==> src/rtl/saes_key_sched_ctrl.sv <==
// S-AES key schedule: derives K0..K2 from a 16-bit key, one round key per clock.
// Define KEYSCHED_ZEROIZE_EN to add a synchronous zeroize input.
module saes_key_sched_ctrl #(
  parameter logic [7:0] RCON1 = 8'h80,
  parameter logic [7:0] RCON2 = 8'h30
) (
  input  logic        clk,
  input  logic        rst_n,
  input  logic        start,
  input  logic [15:0] key_in,
`ifdef KEYSCHED_ZEROIZE_EN
  input  logic        zeroize,
`endif
  output logic        busy,
  output logic        done,
  output logic        keys_valid,
  input  logic [1:0]  rk_sel,
  output logic [15:0] rk_out
);

  typedef enum logic [1:0] {
    IDLE,
    EXP1,
    EXP2,
    READY
  } state_t;

  state_t      state_q;
  state_t      state_d;
  logic [7:0]  w_hi_q;
  logic [7:0]  w_lo_q;
  logic [15:0] rk_q [3];
  logic        done_q;
  logic        zero_req;
  logic        accept;
  logic        load_rk1;
  logic        load_rk2;
  logic [7:0]  g_rc;
  logic [7:0]  g_out;
  logic [7:0]  nxt_hi;
  logic [7:0]  nxt_lo;

`ifdef KEYSCHED_ZEROIZE_EN
  assign zero_req = zeroize;
`else
  assign zero_req = 1'b0;
`endif

  function automatic logic [3:0] sbox(input logic [3:0] n);
    logic [3:0] s;
    unique case (n)
      4'h0: s = 4'h9;
      4'h1: s = 4'h4;
      4'h2: s = 4'hA;
      4'h3: s = 4'hB;
      4'h4: s = 4'hD;
      4'h5: s = 4'h1;
      4'h6: s = 4'h8;
      4'h7: s = 4'h5;
      4'h8: s = 4'h6;
      4'h9: s = 4'h2;
      4'hA: s = 4'h0;
      4'hB: s = 4'h3;
      4'hC: s = 4'hC;
      4'hD: s = 4'hE;
      4'hE: s = 4'hF;
      default: s = 4'h7;
    endcase
    return s;
  endfunction

  // Shared g-unit: w_lo holds w1 in EXP1 and w3 in EXP2.
  assign g_rc   = (state_q == EXP2) ? RCON2 : RCON1;
  assign g_out  = {sbox(w_lo_q[3:0]), sbox(w_lo_q[7:4])} ^ g_rc;
  assign nxt_hi = w_hi_q ^ g_out;
  assign nxt_lo = nxt_hi ^ w_lo_q;

  // State register.
  always_ff @(posedge clk or negedge rst_n) begin
    if (!rst_n) state_q <= IDLE;
    else        state_q <= state_d;
  end

  // Next-state and control decode.
  always_comb begin
    state_d    = state_q;
    accept     = 1'b0;
    load_rk1   = 1'b0;
    load_rk2   = 1'b0;
    busy       = 1'b0;
    keys_valid = 1'b0;
    unique case (state_q)
      IDLE: begin
        if (start) begin
          accept  = 1'b1;
          state_d = EXP1;
        end
      end
      EXP1: begin
        busy     = 1'b1;
        load_rk1 = 1'b1;
        state_d  = EXP2;
      end
      EXP2: begin
        busy     = 1'b1;
        load_rk2 = 1'b1;
        state_d  = READY;
      end
      READY: begin
        keys_valid = 1'b1;
        if (start) begin
          accept  = 1'b1;
          state_d = EXP1;
        end
      end
      default: state_d = IDLE;
    endcase
    if (zero_req) begin
      accept   = 1'b0;
      load_rk1 = 1'b0;
      load_rk2 = 1'b0;
      state_d  = IDLE;
    end
  end

  // Round-key file, word registers and done pulse.
  always_ff @(posedge clk or negedge rst_n) begin
    if (!rst_n) begin
      w_hi_q <= '0;
      w_lo_q <= '0;
      done_q <= 1'b0;
      for (int i = 0; i < 3; i++) rk_q[i] <= '0;
    end else if (zero_req) begin
      w_hi_q <= '0;
      w_lo_q <= '0;
      done_q <= 1'b0;
      for (int i = 0; i < 3; i++) rk_q[i] <= '0;
    end else begin
      done_q <= load_rk2;
      if (accept) begin
        rk_q[0] <= key_in;
        w_hi_q  <= key_in[15:8];
        w_lo_q  <= key_in[7:0];
      end
      if (load_rk1) begin
        rk_q[1] <= {nxt_hi, nxt_lo};
        w_hi_q  <= nxt_hi;
        w_lo_q  <= nxt_lo;
      end
      if (load_rk2) begin
        rk_q[2] <= {nxt_hi, nxt_lo};
      end
    end
  end

  assign done = done_q;

  // Combinational round-key read port.
  always_comb begin
    rk_out = '0;
    unique case (rk_sel)
      2'd0:    rk_out = rk_q[0];
      2'd1:    rk_out = rk_q[1];
      2'd2:    rk_out = rk_q[2];
      default: rk_out = '0;
    endcase
  end

endmodule
==> config.mk <==
export PLATFORM = sky130hd
export DESIGN_NAME = saes_key_sched_ctrl
export DESIGN_NICKNAME = d
export VERILOG_FILES = /design/src/rtl/saes_key_sched_ctrl.sv
export SDC_FILE = /design/constraint.sdc
export NUM_CORES = 1
export LEC_CHECK = 0
export CAP_MARGIN = 20
export CORE_MARGIN = 2
export CORE_UTILIZATION = 57
export CTS_CLUSTER_DIAMETER = 50
export CTS_CLUSTER_SIZE = 10
export DETAILED_ROUTE_END_ITERATION = 6
export PLACE_DENSITY = 0.85
export SETUP_SLACK_MARGIN = 0.5
export SLEW_MARGIN = 20
export SYNTH_ARGS = -nofsm -noshare
export SYNTH_HDL_FRONTEND = slang
export SYNTH_SLANG_ARGS = --single-unit
==> constraint.sdc <==
create_clock -name clk -period 2.6 [get_ports clk]
set_input_delay 0.65 -clock clk [delete_from_list [all_inputs] [get_ports clk]]
set_output_delay 0.65 -clock clk [all_outputs]
set_load 0.01 [all_outputs]
==> flow_summary.toml <==
[outcome]
status = "finished, final reports clean"

[placement]
hpwl_um = 5830
portBuffers = 39
globalplace.congestion = 0.796
dpl_cell_area_sq_mm = 0.00427

[worst_setup_path]
cpMostUsedCell = "buf_12"
worst-path-max-fanout = 6
cp-end-kind = "primary output"
startpoint_type = "input pin"
crit_type = "in2out"
cp_cell_sequence = "buf_12, nor2b_4, buf_6, buf_12, nand2_2, o21ai_1, buf_2"
max_stage_delay_ns = 0.15
worstPathRequired_ns = 1.95
reg2reg_slack_ns = 0.52
cp_slowest_cell = "nor2b_4"
arrival_ns = 1.44

[power]
power_mw = 6.69
vdd_ir_drop_max_mv = 1.12
p_per_area_mw_per_mm2 = 1470
leakagePower_nw = 2.25

[global_route]
grt_first_pass_wirelength_um = 14300
use_met2 = 0.425
grt_max_degree = 40
grt_antenna_before_repair = 0
overflow = 0
busiest_layer = "met2"
use_met1 = 0.335
track_usage = 0.255
met3_usage = 0.0370
grt_pass1_vias = 2943

[sta]
hold_viol_final = 0
clock.fmax_ghz = 0.479
worst_slew_pin_slew_ns = 0.682
slew_headroom = 0.545
worst_clock_skew_ns = 0.00878
finalMaxSlewViolations = 0
post-route-min-period_ns = 2.09
grt_setup_unrepaired = "yes"
hold_ws_ns = 0.343
setup_viol = 0
post-route-period-util = 0.803

[flow_run]
cap_viol_max_count = 0

[floorplan]
chipHeight_um = 85.4
num_io_pins = 40
core_sq_mm = 0.00639
num_rows = 29
die_x_um = 85.4
dieArea_sq_mm = 0.00730
start_util = 0.592

[routing]
vias = 2871
routed_wl_um = 8760
route.detailed.drc = 0
routed_via_density = 5.75
drt-pass1-iter-count = 4
drtIter0Drc = 198
routedWlPerCell_um = 17.6
drtAntennaViolNets = 0

[clock_tree]
clockBufferDepth = 2
cts.sinks = 67
h-tree-depth = 3
cts_made_buffers = 9
cts-root-buf = "clkbuf_8"
clk_latency_ns = 0.34
clk_pin_slew_ns = 0.07
cts_tree = "built"

[synthesis]
synthCells = 362
syn_area_sq_mm = 0.00378
synth.distinct_cells = 42
synth-seq-area-share = 0.444
synth-main-ff-cell = "dfrtp_1"
synth_largest_area_cell = "dfrtp_1"
synth_edf_count = 0
ys_warn_count = 0
avgSynthCellArea_sq_um = 10.4
netlist_top_cells_area = "dfrtp_1 (44%), nand2_1 (6.2%), ha_1 (5.6%)"
synth_top_area_frac = 0.444
async_flop_share = 1.00
syn_nets = 400
ys_ff_latch = 67

[hold_path]
hp-class = "in2async"

[cells_and_area]
antennaDiodeCount = 0
area_delta_synth_final_pct = 20.2
seq_area_sq_mm = 0.00168
fin_nets = 456
multiInputGateArea_sq_mm = 0.00197
design_area_sq_mm = 0.00454
layout-drive-gt1-share = 0.230
n_fill_cell = 463
## cell usage after synthesis (9+ instances only)
| library cell | n |
|---|---|
| dfrtp_1 | 67 |
| mux2_2 | 10 |
| inv_1 | 15 |
| xnor3_1 | 9 |
| ha_1 | 17 |
| nand2_1 | 62 |
| a21oi_1 | 27 |
| nor2_1 | 17 |
| clkbuf_1 | 14 |
| a21o_1 | 9 |
| xnor2_1 | 12 |
| mux2i_1 | 18 |
| o21ai_0 | 26 |
## cell usage in the layout, fill, tap and decap left out, drive strengths merged
master and instances:
clkdlybuf4s50 18, a31oi 4, clkinv 3, xnor3 9, o22ai 1, ha 17, nand2 62, inv 15
o31a 1, and3 7, or3 2, dlygate4sd2 1, nor2b 1, a211oi 5, xnor2 12, dfrtp 67
nand3b 2, and2 2, clkbuf 12, mux2i 18, nor2 17, o31ai 1, mux2 12, a211o 1
a21oi 27, a2bb2oi 2, mux4 2, nor3 2, or2 1, a21o 9, and3b 1, xor3 2
buf 49, clkdlybuf4s15 1, o21ai 27, xor2 4, o21a 1, a22oi 4
## layer usage
metal / part of all wire / wire length, um
met5: 0 / 0
met2: 0.51 / 4500
met4: 0.017 / 151
met1: 0.43 / 3780
met3: 0.037 / 326
## what timing repair did
item,in CTS,in global routing
gates cloned,1,0
resized for setup,89,14
endpoints found under the setup margin,24,16
buffers inserted,4,10
hold buffers,0,0
pin swaps,1,1
## cells by family after synthesis
group                    count (synthesis)  synth area share
multiplexers                            32            0.0974
adder cells (fa/ha/maj)                 17            0.0563
AND/OR/NAND/NOR                         97             0.111
AO/OA/AOI/OAI                           83             0.141
XOR/XNOR                                27             0.104
buffers and inverters                   39            0.0464
flip-flops                              67             0.444
## area by class of cell
type	instances	share of cell area
clock buffers	12	0.0320
clock inverters	3	0.00331
inverters	15	0.0124
multi-input cells	256	0.433
flip-flops and latches	67	0.370
well taps	77	0.0212
repair buffers	69	0.128
## per-stage QoR
step | instances | TNS, ns | setup slack (ns) | utilization
floorplan | 362 | 0 | 0.513 | -
global placement | 469 | -4.42 | -0.294 | 0.668
detailed placement | 469 | -4.84 | -0.359 | 0.668
CTS | 489 | 0 | 0.519 | 0.696
global route | 499 | 0 | 0.470 | 0.711
finish | 499 | 0 | 0.513 | 0.711
## worst max-delay path, delay by kind of cell
| family | cells | cell delay (ns) |
|---|---|---|
| buf+inv | 4 | 0.51 |
| compound gates | 1 | 0.07 |
| simple gates | 2 | 0.20 |
## flip-flops by register name, summed over array words and instances, names as in the netlist
signal and count:
done 1, rk_q 48, state_q 2, w_hi_q 8, w_lo_q 8
## final timing paths
check / from / end / cells past startpoint
worst min register to register: rk_q[42] / rk_q[42] / 2
worst max register to register: w_lo_q[1] / w_lo_q[4] / 6
worst min-delay path: rst_n / state_q[0] / 1
worst max-delay path: rk_sel[0] / rk_out[7] / 7
max in group asynchronous: rst_n / w_lo_q[0] / 2
min in group clk: rk_q[42] / rk_q[42] / 2
## where the power goes
part	switching, mW	internal (mW)	total [mW]
clock network	0.374	0.363	0.736
registers	0.483	1.61	2.09
logic	1.91	1.96	3.87
total	2.76	3.93	6.69
Power figures use the tool's default switching activity.
